<file path="src/rtl/batt_sched_pkg.sv">
// Shared types and default thresholds for the battery conversion scheduler.
// cmd_cfg imports the threshold defaults so both blocks agree on the levels.
package batt_sched_pkg;

  typedef enum logic [1:0] {
    IDLE   = 2'd0,
    START  = 2'd1,
    WAIT   = 2'd2,
    UPDATE = 2'd3
  } state_t;

  typedef logic [11:0] batt_lvl_t;

  localparam int unsigned DEF_PERIOD   = 2500000;
  localparam int unsigned DEF_TIMEOUT  = 4096;
  localparam int unsigned DEF_AVG_LOG2 = 2;
  localparam batt_lvl_t   DEF_LOW_THR  = 12'd2560;
  localparam batt_lvl_t   DEF_CRIT_THR = 12'd2304;
  localparam batt_lvl_t   DEF_HYST     = 12'd64;

endpackage

</file>
<file path="src/rtl/batt_filt.sv">
// Exponential moving average of the battery level plus low/critical flags.
// Flags are judged on the freshly computed average, with hysteresis on release.
module batt_filt
  import batt_sched_pkg::*;
#(
  parameter int unsigned AVG_LOG2 = DEF_AVG_LOG2,
  parameter batt_lvl_t   LOW_THR  = DEF_LOW_THR,
  parameter batt_lvl_t   CRIT_THR = DEF_CRIT_THR,
  parameter batt_lvl_t   HYST     = DEF_HYST
) (
  input  logic      i_clk,
  input  logic      i_rst,
  input  logic      i_load,
  input  logic      i_seed,
  input  batt_lvl_t i_sample,
  output batt_lvl_t o_avg,
  output logic      o_low,
  output logic      o_crit
);

  localparam logic [12:0] LOW_CLR  = 13'(LOW_THR) + 13'(HYST);
  localparam logic [12:0] CRIT_CLR = 13'(CRIT_THR) + 13'(HYST);

  batt_lvl_t          r_avg;
  logic               r_low;
  logic               r_crit;
  logic signed [12:0] w_diff;
  logic signed [12:0] w_step;
  logic signed [12:0] w_sum;
  batt_lvl_t          w_new;

  // The sum always lands in 0..4095, so dropping the sign bit is lossless.
  always_comb begin
    w_diff = $signed({1'b0, i_sample}) - $signed({1'b0, r_avg});
    w_step = w_diff >>> AVG_LOG2;
    w_sum  = $signed({1'b0, r_avg}) + w_step;
    w_new  = i_seed ? i_sample : batt_lvl_t'(w_sum);
  end

  always_ff @(posedge i_clk) begin
    if (i_rst) begin
      r_avg  <= '0;
      r_low  <= 1'b0;
      r_crit <= 1'b0;
    end else if (i_load) begin
      r_avg <= w_new;
      if (w_new < LOW_THR)
        r_low <= 1'b1;
      else if ({1'b0, w_new} >= LOW_CLR)
        r_low <= 1'b0;
      if (w_new < CRIT_THR)
        r_crit <= 1'b1;
      else if ({1'b0, w_new} >= CRIT_CLR)
        r_crit <= 1'b0;
    end
  end

  assign o_avg  = r_avg;
  assign o_low  = r_low;
  assign o_crit = r_crit;

endmodule

</file>
<file path="src/rtl/batt_sched.sv">
// Battery A2D conversion scheduler: periodic timer and cmd_cfg requests share one
// conversion engine. States: IDLE=wait for pend | START=strt_cnv | WAIT=await cnv_cmplt | UPDATE=filter.
module batt_sched
  import batt_sched_pkg::*;
#(
  parameter int unsigned PERIOD   = DEF_PERIOD,
  parameter int unsigned TIMEOUT  = DEF_TIMEOUT,
  parameter int unsigned AVG_LOG2 = DEF_AVG_LOG2,
  parameter batt_lvl_t   LOW_THR  = DEF_LOW_THR,
  parameter batt_lvl_t   CRIT_THR = DEF_CRIT_THR,
  parameter batt_lvl_t   HYST     = DEF_HYST
) (
  input  logic        i_clk,
  input  logic        i_rst,
  input  logic        i_mon_en,
  input  logic        i_cmd_req,
  output logic        o_cmd_ack,
  output logic        o_strt_cnv,
  input  logic        i_cnv_cmplt,
  input  logic [11:0] i_res,
  output logic [11:0] o_batt_raw,
  output logic [11:0] o_batt_avg,
  output logic        o_batt_low,
  output logic        o_batt_crit,
  output logic        o_a2d_fault,
  output logic        o_busy
);

  localparam int TMR_W = (PERIOD > 1) ? $clog2(PERIOD) : 1;
  localparam int TO_W  = (TIMEOUT > 1) ? $clog2(TIMEOUT) : 1;
  localparam logic [TMR_W-1:0] TMR_LAST = TMR_W'(PERIOD - 1);
  localparam logic [TO_W-1:0]  TO_LAST  = TO_W'(TIMEOUT - 1);

  state_t           r_state;
  state_t           w_next;
  logic [TMR_W-1:0] r_tmr;
  logic [TO_W-1:0]  r_to;
  logic             r_tmr_pend;
  logic             r_cmd_pend;
  logic             r_owner;
  logic             r_seeded;
  logic             r_fault;
  logic             r_ack;
  batt_lvl_t        r_raw;
  logic             w_tick;
  logic             w_take;
  logic             w_timeout;
  logic             w_load;

  assign w_tick = i_mon_en && (r_tmr == TMR_LAST);

  always_comb begin
    w_next    = r_state;
    w_take    = 1'b0;
    w_timeout = 1'b0;
    w_load    = 1'b0;
    case (r_state)
      IDLE: begin
        if (r_cmd_pend || r_tmr_pend) begin
          w_next = START;
          w_take = 1'b1;
        end
      end
      START: w_next = WAIT;
      WAIT: begin
        if (i_cnv_cmplt) begin
          w_next = UPDATE;
        end else if (r_to == TO_LAST) begin
          w_next    = IDLE;
          w_timeout = 1'b1;
        end
      end
      UPDATE: begin
        w_next = IDLE;
        w_load = 1'b1;
      end
      default: w_next = IDLE;
    endcase
  end

  // A request arriving in the same cycle a conversion is taken re-arms the pend
  // flag, so it is served by a conversion that starts after it.
  always_ff @(posedge i_clk) begin
    if (i_rst) begin
      r_state    <= IDLE;
      r_tmr      <= '0;
      r_to       <= '0;
      r_tmr_pend <= 1'b0;
      r_cmd_pend <= 1'b0;
      r_owner    <= 1'b0;
      r_seeded   <= 1'b0;
      r_fault    <= 1'b0;
      r_ack      <= 1'b0;
      r_raw      <= '0;
    end else begin
      r_state    <= w_next;
      r_tmr      <= (!i_mon_en || w_tick) ? '0 : r_tmr + 1'b1;
      r_tmr_pend <= i_mon_en && (w_tick || (r_tmr_pend && !w_take));
      r_cmd_pend <= i_cmd_req || (r_cmd_pend && !w_take);
      if (w_take)
        r_owner <= r_cmd_pend;
      r_to <= (r_state == WAIT) ? r_to + 1'b1 : '0;
      if ((r_state == WAIT) && i_cnv_cmplt)
        r_raw <= i_res;
      if (w_timeout)
        r_fault <= 1'b1;
      r_ack <= r_owner && (w_load || w_timeout);
      if (w_load)
        r_seeded <= 1'b1;
    end
  end

  batt_filt #(
    .AVG_LOG2 (AVG_LOG2),
    .LOW_THR  (LOW_THR),
    .CRIT_THR (CRIT_THR),
    .HYST     (HYST)
  ) u_filt (
    .i_clk    (i_clk),
    .i_rst    (i_rst),
    .i_load   (w_load),
    .i_seed   (!r_seeded),
    .i_sample (r_raw),
    .o_avg    (o_batt_avg),
    .o_low    (o_batt_low),
    .o_crit   (o_batt_crit)
  );

  assign o_strt_cnv  = (r_state == START);
  assign o_busy      = (r_state != IDLE);
  assign o_cmd_ack   = r_ack;
  assign o_batt_raw  = r_raw;
  assign o_a2d_fault = r_fault;

endmodule

</file>
<file path="config.mk">
export PLATFORM = sky130hd
export DESIGN_NAME = batt_sched
export DESIGN_NICKNAME = d
export VERILOG_FILES = /design/src/rtl/batt_sched_pkg.sv /design/src/rtl/batt_filt.sv /design/src/rtl/batt_sched.sv
export SDC_FILE = /design/constraint.sdc
export NUM_CORES = 1
export LEC_CHECK = 0
export ABC_CLOCK_PERIOD_IN_PS = 3300
export CORE_ASPECT_RATIO = 1.4
export CORE_MARGIN = 8
export CORE_UTILIZATION = 50
export CTS_CLUSTER_DIAMETER = 100
export DETAILED_ROUTE_END_ITERATION = 8
export PLACE_DENSITY = 0.76
export SYNTH_ARGS = -nofsm -noshare
export SYNTH_HDL_FRONTEND = slang
export SYNTH_SLANG_ARGS = --single-unit
</file>
<file path="constraint.sdc">
create_clock -name i_clk -period 3.3 [get_ports i_clk]
set_input_delay 0.495 -clock i_clk [delete_from_list [all_inputs] [get_ports i_clk]]
set_output_delay 0.495 -clock i_clk [all_outputs]
set_load 0.005 [all_outputs]
</file>
# ---- After elaboration in Yosys (flattened, before gate mapping)
# Cells that the tools add are included.
dict set report classes {
  order_cmp 4
  n_reduce_logical 22
  n_bitwise 1
  mux 15
  n_eq_ne 7
  add_sub_neg 4
}
# op n
set ops {}
lappend ops {{$ge 12x12->1 const B} 2}
lappend ops {{$lt 12x12->1 const B} 2}
lappend ops {{$add 22x1->22 const B} 1}
lappend ops {{$eq 22x22->1 const B} 1}
lappend ops {{$sub 12x12->13} 1}
lappend ops {{$add 12x1->12 const B} 1}
lappend ops {{$add 12x11->12} 1}
lappend ops {{$eq 12x12->1 const B} 1}
lappend ops {{$mux 12} 1}
lappend ops {{$mux 1} 10}
lappend ops {{$pmux 2 s4} 1}
lappend ops {{$logic_and 1x1->1} 6}
lappend ops {{$mux 2} 3}
lappend ops {{$reduce_and 2->1} 3}
lappend ops {{$reduce_bool 2->1} 3}
lappend ops {{$logic_or 1x1->1} 5}
lappend ops {{$eq 2x2->1 const B} 2}
lappend ops {{$reduce_or 2->1} 2}
lappend ops {{$ne 3x3->1 const B} 1}
lappend ops {{$eq 2x1->1 const B} 1}
lappend ops {{$logic_not 1->1} 2}
lappend ops {{$logic_not 2->1} 1}
lappend ops {{$ne 2x2->1 const B} 1}
lappend ops {{$not 1->1} 1}
dict set report totals {
  reg_bits 68
}

# ---- Longest topological paths before layout
# Gate-level depths: netlist (run 1).
dict set report logic_depth {
  depth_word 7
  ltp_mapped 19
}

# ---- Hierarchy
# A second synthesis (run 1) with hierarchy kept.
dict set report hier_totals {
  hier_cells 474
  area_unflattened_um2 3966.3
}
# module area_per_inst_um2 cells_per_inst instances seq_area_each_um2
set modules_own_cells {}
lappend modules_own_cells {batt_sched 2234.6 256 1 1081.0}
lappend modules_own_cells {batt_filt 1731.7 218 1 280.3}

# ---- Worst setup path after synthesis (run 1)
# No wires, ideal clock.
dict set report synth_path {
  path_type {reg-to-reg}
  startpoint {reg u_filt.r_avg[2] (netlist: u_filt.o_avg[2])}
  endpoint {reg u_filt.r_avg[11] (netlist: u_filt.o_avg[11])}
  arrival_time_ns 3.460
  setup_ns 0.070
  path_stages_with_launch 19
  slack_ns -0.230
  path_buffers 0
  cell_sequence {dfxtp_1 -> inv_1 -> ha_1 -> a21o_1 -> a31o_1 -> a21oi_4 -> nor2b_1 -> nor2_1 -> nor2b_1 -> nor2_1 -> xnor2_1 -> ha_1 -> a21oi_1 -> o211ai_2 -> a2111oi_2 -> nor3_1 -> o31ai_2 -> mux2_1 -> a21oi_1}
}
dict set report synth_via {
  elab_chain_cells 3
}
# element line_no
set synth_rtl {}
lappend synth_rtl {{start, declared} batt_filt.sv:24} ;# batt_lvl_t r_avg;
lappend synth_rtl {{start signal, assigned} batt_filt.sv:46} ;# r_avg <= w_new;
lappend synth_rtl {{$sub 12x12->13} batt_filt.sv:34} ;# w_diff = $signed({1'b0, i_sample}) - $signed({1'b0, r_avg});
lappend synth_rtl {{$add 12x11->12 *} batt_filt.sv:36} ;# w_sum = $signed({1'b0, r_avg}) + w_step;
lappend synth_rtl {{$mux 12 *} batt_filt.sv:37} ;# w_new = i_seed ? i_sample : batt_lvl_t'(w_sum);
# Mark *: on every way between the ends. The rest lies on a longest branch, timed or not.
# A chain may end at the register's enable or synchronous reset.

# ---- Worst setup path in the final report (run 1)
dict set report layout_path {
  startpoint {reg u_filt.r_avg[2] (netlist: u_filt.o_avg[2])}
  endpoint {reg u_filt.r_crit (netlist: u_filt.o_crit)}
}
dict set report layout_via {
  elab_chain_cells 6
  word_cells_on_any_way 8
  classes_between {add/sub: 2; order compare: 2; mux: 2; reduce/logical: 2}
}
# element line_no
set layout_rtl {}
lappend layout_rtl {{$sub 12x12->13} batt_filt.sv:34}
lappend layout_rtl {{$add 12x11->12 *} batt_filt.sv:36}
lappend layout_rtl {{$mux 12 *} batt_filt.sv:37}
lappend layout_rtl {{$ge 12x12->1 / $lt 12x12->1 (equally long branches)} {batt_filt.sv:53, batt_filt.sv:51}}
lappend layout_rtl {{$reduce_bool 2->1 (no source line)} --}
lappend layout_rtl {{$reduce_and 2->1 (no source line)} --}
lappend layout_rtl {{end signal, assigned} batt_filt.sv:44} ;# r_crit <= 1'b0;
lappend layout_rtl {{end signal, assigned} batt_filt.sv:52} ;# r_crit <= 1'b1;
lappend layout_rtl {{end signal, assigned} batt_filt.sv:54} ;# r_crit <= 1'b0;
lappend layout_rtl {{end, declared} batt_filt.sv:26} ;# logic r_crit;
# Marked as above.

==> results of run 1 <==
-- worst min-delay path: cells and delay by family (launching register included) --
family / cells / cell delay [ps]
AND/OR/NAND/NOR: 2 / 90
flip-flops: 1 / 320
-- worst paths after layout --
| kind | from | to | slack (ps) | cells after the start |
|---|---|---|---|---|
| max | u_filt.o_avg[2]$_SDFFE_PP0P_ | u_filt.o_crit$_SDFFE_PP0P_ | -280 | 16 |
| min | r_owner$_SDFFE_PP0P_ | o_cmd_ack$_SDFF_PP0_ | 450 | 2 |
| max reg2reg | u_filt.o_avg[2]$_SDFFE_PP0P_ | u_filt.o_crit$_SDFFE_PP0P_ | -280 | 16 |
| min reg2reg | r_owner$_SDFFE_PP0P_ | o_cmd_ack$_SDFF_PP0_ | 450 | 2 |
-- state kept, by name, indices dropped and copies added, names as in the netlist, 2 cells and up --
name	count
r_tmr	22
o_batt_raw	12
r_to	12
u_filt.o_avg	12
r_state	2
-- logic make-up (layout without fill, tap and decap cells) --
kind of cell               after synthesis  count (layout)  synth area share (%)
AOI/OAI and AO/OA                       80              80                  14.0
xor gates and xnor gates                44              44                  10.3
adders and majority gates               26              26                  8.88
buffers and inverters                   32             129                  3.44
DFF                                     68              68                  36.3
muxes                                   11              11                  3.10
and+or+nand+nor                        192             192                  24.0
-- per-stage QoR --
stage          std cells  power, uW  setup TNS (ps)  setup slack [ps]  util, %
2_1_floorplan        453       1070            -436              -195        -
3_3_place_gp         625       1200            -535              -188     63.1
3_5_place_dp         625       1210            -954              -312     63.1
4_1_cts              642       1910            -626              -223     66.5
5_1_grt              647       2020           -1680              -418     68.5
6_report             647       1930            -808              -275     68.5
-- synthesized netlist by cell type (all sizes together), types with 7 or more instances --
library cell and n:
a211oi 13, a21o 8, a21oi 39, and3 9, clkbuf 10, dfxtp 68, ha 25, inv 18
mux2i 9, nand2 51, nand3 21, nand4 8, nor2 66, o21ai 7, xnor2 17, xor2 27
-- power by group through the flow --
stage	logic (uW)	clock network (uW)	registers, uW
after floorplan	206	0	863
after global placement	341	0	864
after detailed placement	347	0	865
after CTS	366	694	845
after global routing	434	734	848
final	402	682	846
-- routing by layer --
metal	wire [um]	global-route usage [%]	vias up
li1	-	-	1741
met1	3950	19.2	1695
met2	5380	34.9	77
met3	342	4.02	19
met4	193	7.00	0
met5	0	0	-
-- timing repair --
| item | CTS | global route |
|---|---|---|
| setup endpoints to repair | 5 | 8 |
| setup buffers | 1 | 5 |
| hold buffers | 0 | 0 |
| pin swaps | 12 | 15 |
| gates resized for setup | 8 | 19 |
| endpoints found under the hold margin | 0 | 0 |
-- area by class of cell --
class	instances	area [um^2]	share of cell area, %
Sequential cell	68	1370	27.3
Clock buffer	9	124	2.47
Inverter	18	67.6	1.35
Tap cell	97	121	2.42
Multi-Input combinational cell	353	2430	48.5
Timing Repair Buffer	95	832	16.6
Clock inverter	7	66.3	1.32
==> tab_implementation.tex, run 1 <==
\begin{tabular}{lr}
\hline
Metric & Value \\
\hline
\multicolumn{2}{l}{\textbf{Run status}} \\
\quad Status & complete, but fails checks \\
\quad Violated checks & negative setup slack \\
\multicolumn{2}{l}{\textbf{Critical path}} \\
\quad CP Data Arrival Time & between 3000 and 4000 ps \\
\quad WP data required & approximately 3600 ps \\
\quad Maximum fanout count along the critical path & 3 \\
\quad Classification of the worst setup path & flip-flop to flip-flop \\
\quad Crit. End Element & flip-flop \\
\quad Slowest stage delay, CP & roughly 400 ps \\
\quad List of cells traversed by the critical path & inv\_2 > ha\_4 > a21o\_1 > a31o\_4 > buf\_4 > xor2\_2 > buf\_4 > fa\_2 > a21o\_1 > a221oi\_4 > xnor2\_1 > mux2\_4 > nor4\_4 > nand3\_1 > a31o\_1 > nand3\_1 \\
\quad Startpoint class of the critical path & flip-flop \\
\quad Top Family by Delay on Critical Path & compound AO/OA/AOI/OAI gates \\
\quad Crit path buf inv count & 3 \\
\quad CP max stage cell & fa\_2 \\
\multicolumn{2}{l}{\textbf{Logic synthesis}} \\
\quad Total of warnings raised by yosys & 0 \\
\quad Number of nets produced by synthesis & just under 500 \\
\quad Share of async-settable or async-resettable flops after synthesis & 0\% \\
\quad Area leader, netlist & dfxtp\_1 \\
\quad Most frequently used flop master after synthesis & dfxtp\_1 \\
\quad Avg Cell Area, Syn & between 8 and 9 um\^{}2 \\
\quad Portion of the post-synthesis area used by sequential elements & 36.3\% \\
\quad Mapped cell area & about 3700 um\^{}2 \\
\quad Synth area leaders & dfxtp\_1 (36\%), ha\_1 (8.3\%), nor2\_1 (6.6\%) \\
\quad Share of the synthesized area in the top cell type & 36.3\% \\
\quad Count of cell types in the netlist & 49 \\
\quad Synth Register Bits & 68 \\
\quad Cell count after synthesis & approximately 450 \\
\quad Post-synth EDFFs & 0 \\
\multicolumn{2}{l}{\textbf{Timing}} \\
\quad Final Critical Period & approximately 3600 ps \\
\quad RSZ-0062 raised after global routing & true \\
\quad Relative slew margins & 28.7\% \\
\quad Worst-margin pin slew & about 1100 ps \\
\quad Min setup slack post-route & -275 ps \\
\quad Max Fclk & around 280 MHz \\
\quad Worst-case hold slack & approximately 450 ps \\
\quad Count of final setup violators & 4 \\
\quad Pins over their slew limit & 0 \\
\quad Final hold violations & 0 \\
\quad Final period utilization & 108\% \\
\quad Layout Skew & 9.21 ps \\
\multicolumn{2}{l}{\textbf{Flow run}} \\
\quad Max-cap violations & 0 \\
\multicolumn{2}{l}{\textbf{Drt}} \\
\quad Number of design rule violations left after detail routing & 0 \\
\quad Routed WL & around 9.9 mm \\
\quad Detail-routed net length per standard cell & about 15 um \\
\quad Number of detailed-route iterations in the first pass & 4 \\
\quad Vias per std cell & 5.46 \\
\quad Remaining antenna violation count & 0 \\
\quad Total number of vias & 3532 \\
\quad DRC marker count from the first detailed-route iteration & approximately 240 \\
\multicolumn{2}{l}{\textbf{Clocking}} \\
\quad Sinks on the clock net & 68 \\
\quad Inserted Clock Buffers & 9 \\
\quad CTS tree & done \\
\quad Maximum clock insertion buffer count & 2 \\
\quad H-tree Lvls & 3 \\
\quad Clock edge transition at the registers on the reported setup and hold paths & $\sim$80 ps \\
\quad Root Buffer Master & clkbuf\_8 \\
\quad Clock latency of the later-clocked register in the worst-skew pair & $\sim$340 ps \\
\multicolumn{2}{l}{\textbf{Floorplan}} \\
\quad Core Region & approximately 7300 um\^{}2 \\
\quad Initial Utilization & between 50\% and 60\% \\
\quad Total I/O pin count & 47 \\
\quad Total die area & between 10000 and 15000 um\^{}2 \\
\quad Die X & approximately 89 um \\
\quad Number of standard-cell rows in the floorplan & 37 \\
\quad Vertical die dimension & $\sim$120 um \\
\multicolumn{2}{l}{\textbf{GRT}} \\
\quad Grt ovf & 0 \\
\quad Largest net degree at the start of global routing & 25 \\
\quad Wire length of the first global-routing pass & about 16 mm \\
\quad Vias in the first global route & approximately 3500 \\
\quad Initial antenna violation count & 0 \\
\quad Overall fraction of global-route tracks in use & a little under a fifth \\
\multicolumn{2}{l}{\textbf{Cells and area}} \\
\quad Filler cell count & 601 \\
\quad Nets@finish & between 500 and 600 \\
\quad Most frequent cells in the layout & nor2\_1 (65), dfxtp\_1 (65), nand2\_1 (51) \\
\quad Number of antenna repair diodes & 0 \\
\quad Layout cells sized above 1 & between 10\% and 20\% \\
\quad Final standard cell area without fillers & 5010 um\^{}2 \\
\quad Area overhead of the layout relative to synthesis & 33.7\% \\
\multicolumn{2}{l}{\textbf{Pwr}} \\
\quad Leakage component of the power & around 0.0019 uW \\
\quad Sequential group share of total power & 43.8\% \\
\quad Switching part of the total & around 29\% \\
\quad Combinational share of power & a little over a fifth \\
\quad Internal power & 1380 uW \\
\quad Peak ir drop on the vdd network & $\sim$0.37 mV \\
\quad Part of the power in the clock network & between 30\% and 40\% \\
\quad Power density over the cells & slightly below 400 nW/um\^{}2 \\
\quad Power spent charging and discharging nets & approximately 550 uW \\
\multicolumn{2}{l}{\textbf{Placed design}} \\
\quad Post-DP HPWL & 6.91 mm \\
\quad Quantity of I/O buffers inserted on ports & between 40 and 50 \\
\quad Placed cell area & roughly 4600 um\^{}2 \\
\quad Routability Congestion & between 0.8 and 0.9 \\
\multicolumn{2}{l}{\textbf{Worst hold path}} \\
\quad Hold Path Class & flip-flop to flip-flop \\
\hline
\end{tabular}
Power figures use the tool's default switching activity.
==> run 2, diff against run 1 <==
--- a/config.mk
+++ b/config.mk
@@ -12,6 +12,7 @@
 export CTS_CLUSTER_DIAMETER = 100
 export DETAILED_ROUTE_END_ITERATION = 8
 export PLACE_DENSITY = 0.76
+export SLEW_MARGIN = 40
 export SYNTH_ARGS = -nofsm -noshare
 export SYNTH_HDL_FRONTEND = slang
 export SYNTH_SLANG_ARGS = --single-unit
==> run 2 against run 1 <==
Net effect:
- the flow still finishes with violations (negative setup slack)
- hold slack got worse by 1.1 ps
- core utilization about the same
- largest cell class unchanged
- sequential power about the same
- critical endpoint is now u_filt.o_avg[11]$_SDFFE_PP0P_
==> tab_implementation.tex, run 2 (synthesized netlist as in run 1, its figures left out) <==
\begin{tabular}{lr}
\hline
Metric & Value \\
\hline
\multicolumn{2}{l}{\textbf{Clocking}} \\
\quad CTS tree & done \\
\quad Root Buffer Master & clkbuf\_8 \\
\quad H-tree Lvls & 3 \\
\quad Clock latency of the later-clocked register in the worst-skew pair & between 300 and 400 ps \\
\quad Clock edge transition at the registers on the reported setup and hold paths & 80 ps \\
\quad Maximum clock insertion buffer count & 2 \\
\quad Sinks on the clock net & between 60 and 70 \\
\quad Inserted Clock Buffers & 9 \\
\multicolumn{2}{l}{\textbf{Cells and area}} \\
\quad Most frequent cells in the layout & nor2\_1 (65), dfxtp\_1 (64), nand2\_1 (51) \\
\quad Number of flip-flops in the largest register & 22 \\
\quad Nets@finish & just under 600 \\
\quad Area overhead of the layout relative to synthesis & 33.7\% \\
\quad Most flop-heavy register & r\_tmr \\
\quad Sequential Area & 1370 um\^{}2 \\
\quad Share of the core filled with cells & 68.5\% \\
\quad Layout cells sized above 1 & between 15 and 20\% \\
\quad Number of antenna repair diodes & 0 \\
\quad Total area of multi-input combinational cells & between 2000 and 2500 um\^{}2 \\
\quad Most common library cell in the layout ignoring fill and taps & nor2\_1 \\
\quad Filler cell count & between 600 and 700 \\
\quad Non-filler cells, final & approximately 650 \\
\multicolumn{2}{l}{\textbf{Timing}} \\
\quad Final Critical Period & 3570 ps \\
\quad Final hold violations & 0 \\
\quad Worst-case hold slack & between 400 and 500 ps \\
\quad Relative slew margins & 49.6\% \\
\quad RSZ-0062 raised after global routing & true \\
\quad Pins over their slew limit & 0 \\
\quad Worst-margin pin slew & 756 ps \\
\quad Final period utilization & 108\% \\
\quad Min setup slack post-route & -272 ps \\
\quad Layout Skew & approximately 10 ps \\
\quad Count of final setup violators & 4 \\
\quad Max Fclk & between 200 and 300 MHz \\
\multicolumn{2}{l}{\textbf{Drt}} \\
\quad Vias per std cell & between 5 and 6 \\
\quad Number of detailed-route iterations in the first pass & 4 \\
\quad Number of design rule violations left after detail routing & 0 \\
\quad Detail-routed net length per standard cell & 15.3 um \\
\quad Total number of vias & between 3000 and 4000 \\
\quad Routed WL & 9.92 mm \\
\quad DRC marker count from the first detailed-route iteration & between 200 and 250 \\
\quad Remaining antenna violation count & 0 \\
\multicolumn{2}{l}{\textbf{Worst hold path}} \\
\quad Hold-critical path endpoint & o\_cmd\_ack\$\_SDFF\_PP0\_ \\
\quad Min-Delay Path Depth & 2 \\
\quad Hold Path Class & flip-flop to flip-flop \\
\quad Launch instance of the worst min-delay path & r\_owner\$\_SDFFE\_PP0P\_ \\
\multicolumn{2}{l}{\textbf{Critical path}} \\
\quad Crit. End Element & flip-flop \\
\quad Most numerous cell on the critical path & a21o\_1 \\
\quad Path depth of the worst reg2reg path & 16 \\
\quad Critical R2R Launch & u\_filt.o\_avg[2]\$\_SDFFE\_PP0P\_ \\
\quad WP data required & between 3000 and 4000 ps \\
\quad CP Data Arrival Time & roughly 3900 ps \\
\quad Slowest stage delay, CP & 370 ps \\
\quad Endpoint of the worst-slack reg-to-reg timing path & u\_filt.o\_avg[11]\$\_SDFFE\_PP0P\_ \\
\quad CP max stage cell & mux2\_1 \\
\quad R2R Setup Slk & -270 ps \\
\quad Startpoint class of the critical path & flip-flop \\
\quad Classification of the worst setup path & flip-flop to flip-flop \\
\quad List of cells traversed by the critical path & inv\_2 > ha\_4 > a21o\_1 > a31o\_4 > a21oi\_4 > buf\_4 > a21oi\_1 > a21o\_1 > xor2\_2 > ha\_1 > a21o\_1 > a2111oi\_4 > nor3\_2 > o31ai\_2 > mux2\_1 > a21oi\_1 \\
\quad Maximum fanout count along the critical path & 3 \\
\multicolumn{2}{l}{\textbf{GRT}} \\
\quad Vias in the first global route & between 3000 and 4000 \\
\quad Largest net degree at the start of global routing & 25 \\
\quad Initial antenna violation count & 0 \\
\quad Grt ovf & 0 \\
\quad Wire length of the first global-routing pass & 16.0 mm \\
\quad Overall fraction of global-route tracks in use & a little under a fifth \\
\multicolumn{2}{l}{\textbf{Placed design}} \\
\quad Post-DP HPWL & between 6 and 7 mm \\
\quad Minimum setup slack after placement & -312 ps \\
\quad Quantity of I/O buffers inserted on ports & between 40 and 50 \\
\quad Routability Congestion & a little under 0.9 \\
\quad Number of placed instances with taps included & approximately 630 \\
\multicolumn{2}{l}{\textbf{Pwr}} \\
\quad Leakage component of the power & about 0.0019 uW \\
\quad Peak ir drop on the vdd network & 0.367 mV \\
\quad Power density over the cells & between 300 and 400 nW/um\^{}2 \\
\quad Post-route total power & 1930 uW \\
\multicolumn{2}{l}{\textbf{Floorplan}} \\
\quad Initial Utilization & just over 50\% \\
\quad Core Region & between 7000 and 8000 um\^{}2 \\
\quad Die X & between 80 and 90 um \\
\quad Total die area & roughly 11000 um\^{}2 \\
\quad Number of standard-cell rows in the floorplan & 37 \\
\quad Total I/O pin count & 47 \\
\quad Vertical die dimension & about 120 um \\
\multicolumn{2}{l}{\textbf{Run status}} \\
\quad Status & complete, but fails checks \\
\quad Violated checks & negative setup slack \\
\multicolumn{2}{l}{\textbf{Flow run}} \\
\quad Max-cap violations & 0 \\
\hline
\end{tabular}
[run 2: worst max-delay path, delay by kind of cell, from the launching register on]
kind	cells	cell delay, ps
and+or+nand+nor	1	100
DFF	1	350
muxes	1	370
AOI/OAI and AO/OA	9	1780
xor gates and xnor gates	1	160
adders and majority gates	2	530
buffers and inverters	2	200
[run 2: worst max path at each step]
stage / from / end / depth (start not counted)
floorplan: u_filt.o_avg[2]$_SDFFE_PP0P_ / u_filt.o_avg[11]$_SDFFE_PP0P_ / 18
global placement: u_filt.o_avg[2]$_SDFFE_PP0P_ / u_filt.o_avg[11]$_SDFFE_PP0P_ / 18
detailed placement: u_filt.o_avg[2]$_SDFFE_PP0P_ / u_filt.o_avg[11]$_SDFFE_PP0P_ / 18
CTS: u_filt.o_avg[2]$_SDFFE_PP0P_ / u_filt.o_avg[11]$_SDFFE_PP0P_ / 18
global route: u_filt.o_avg[2]$_SDFFE_PP0P_ / u_filt.o_avg[11]$_SDFFE_PP0P_ / 18
finish: u_filt.o_avg[2]$_SDFFE_PP0P_ / u_filt.o_avg[11]$_SDFFE_PP0P_ / 16
[run 2: cell type report]
type                            instances  share of cell area, %
Sequential cell                        68                   27.3
Clock inverter                          7                   1.32
Inverter                               18                   1.35
Tap cell                               97                   2.42
Multi-Input combinational cell        353                   48.5
Clock buffer                            9                   2.47
Timing Repair Buffer                   95                   16.6
[run 2: report_power, final]
part	switching, uW	internal [uW]
sequential	13.2	833
clock	343	345
combinational	199	200
total	555	1380
[run 2: routing by layer]
| metal | routed length (um) | vias to the layer above | GRT usage, % |
|---|---|---|---|
| met5 | 0 | - | 0 |
| met4 | 281 | 0 | 6.79 |
| met3 | 434 | 31 | 3.95 |
| met2 | 5370 | 94 | 35.2 |
| met1 | 3830 | 1674 | 19.2 |
| li1 | - | 1743 | - |
[run 2: repair_timing]
action,in CTS,in global routing
buffers inserted,1,5
resized for setup,8,19
hold buffers,0,0
endpoints found under the setup margin,5,8
pin swaps,12,13
[run 2: stage by stage]
| stage | area [um^2] | setup TNS [ps] |
|---|---|---|
| global placement | 4610 | -535 |
| detailed placement | 4620 | -954 |
| CTS | 4870 | -630 |
| global route | 5010 | -1720 |
| finish | 5010 | -842 |
| floorplan | 3770 | -436 |
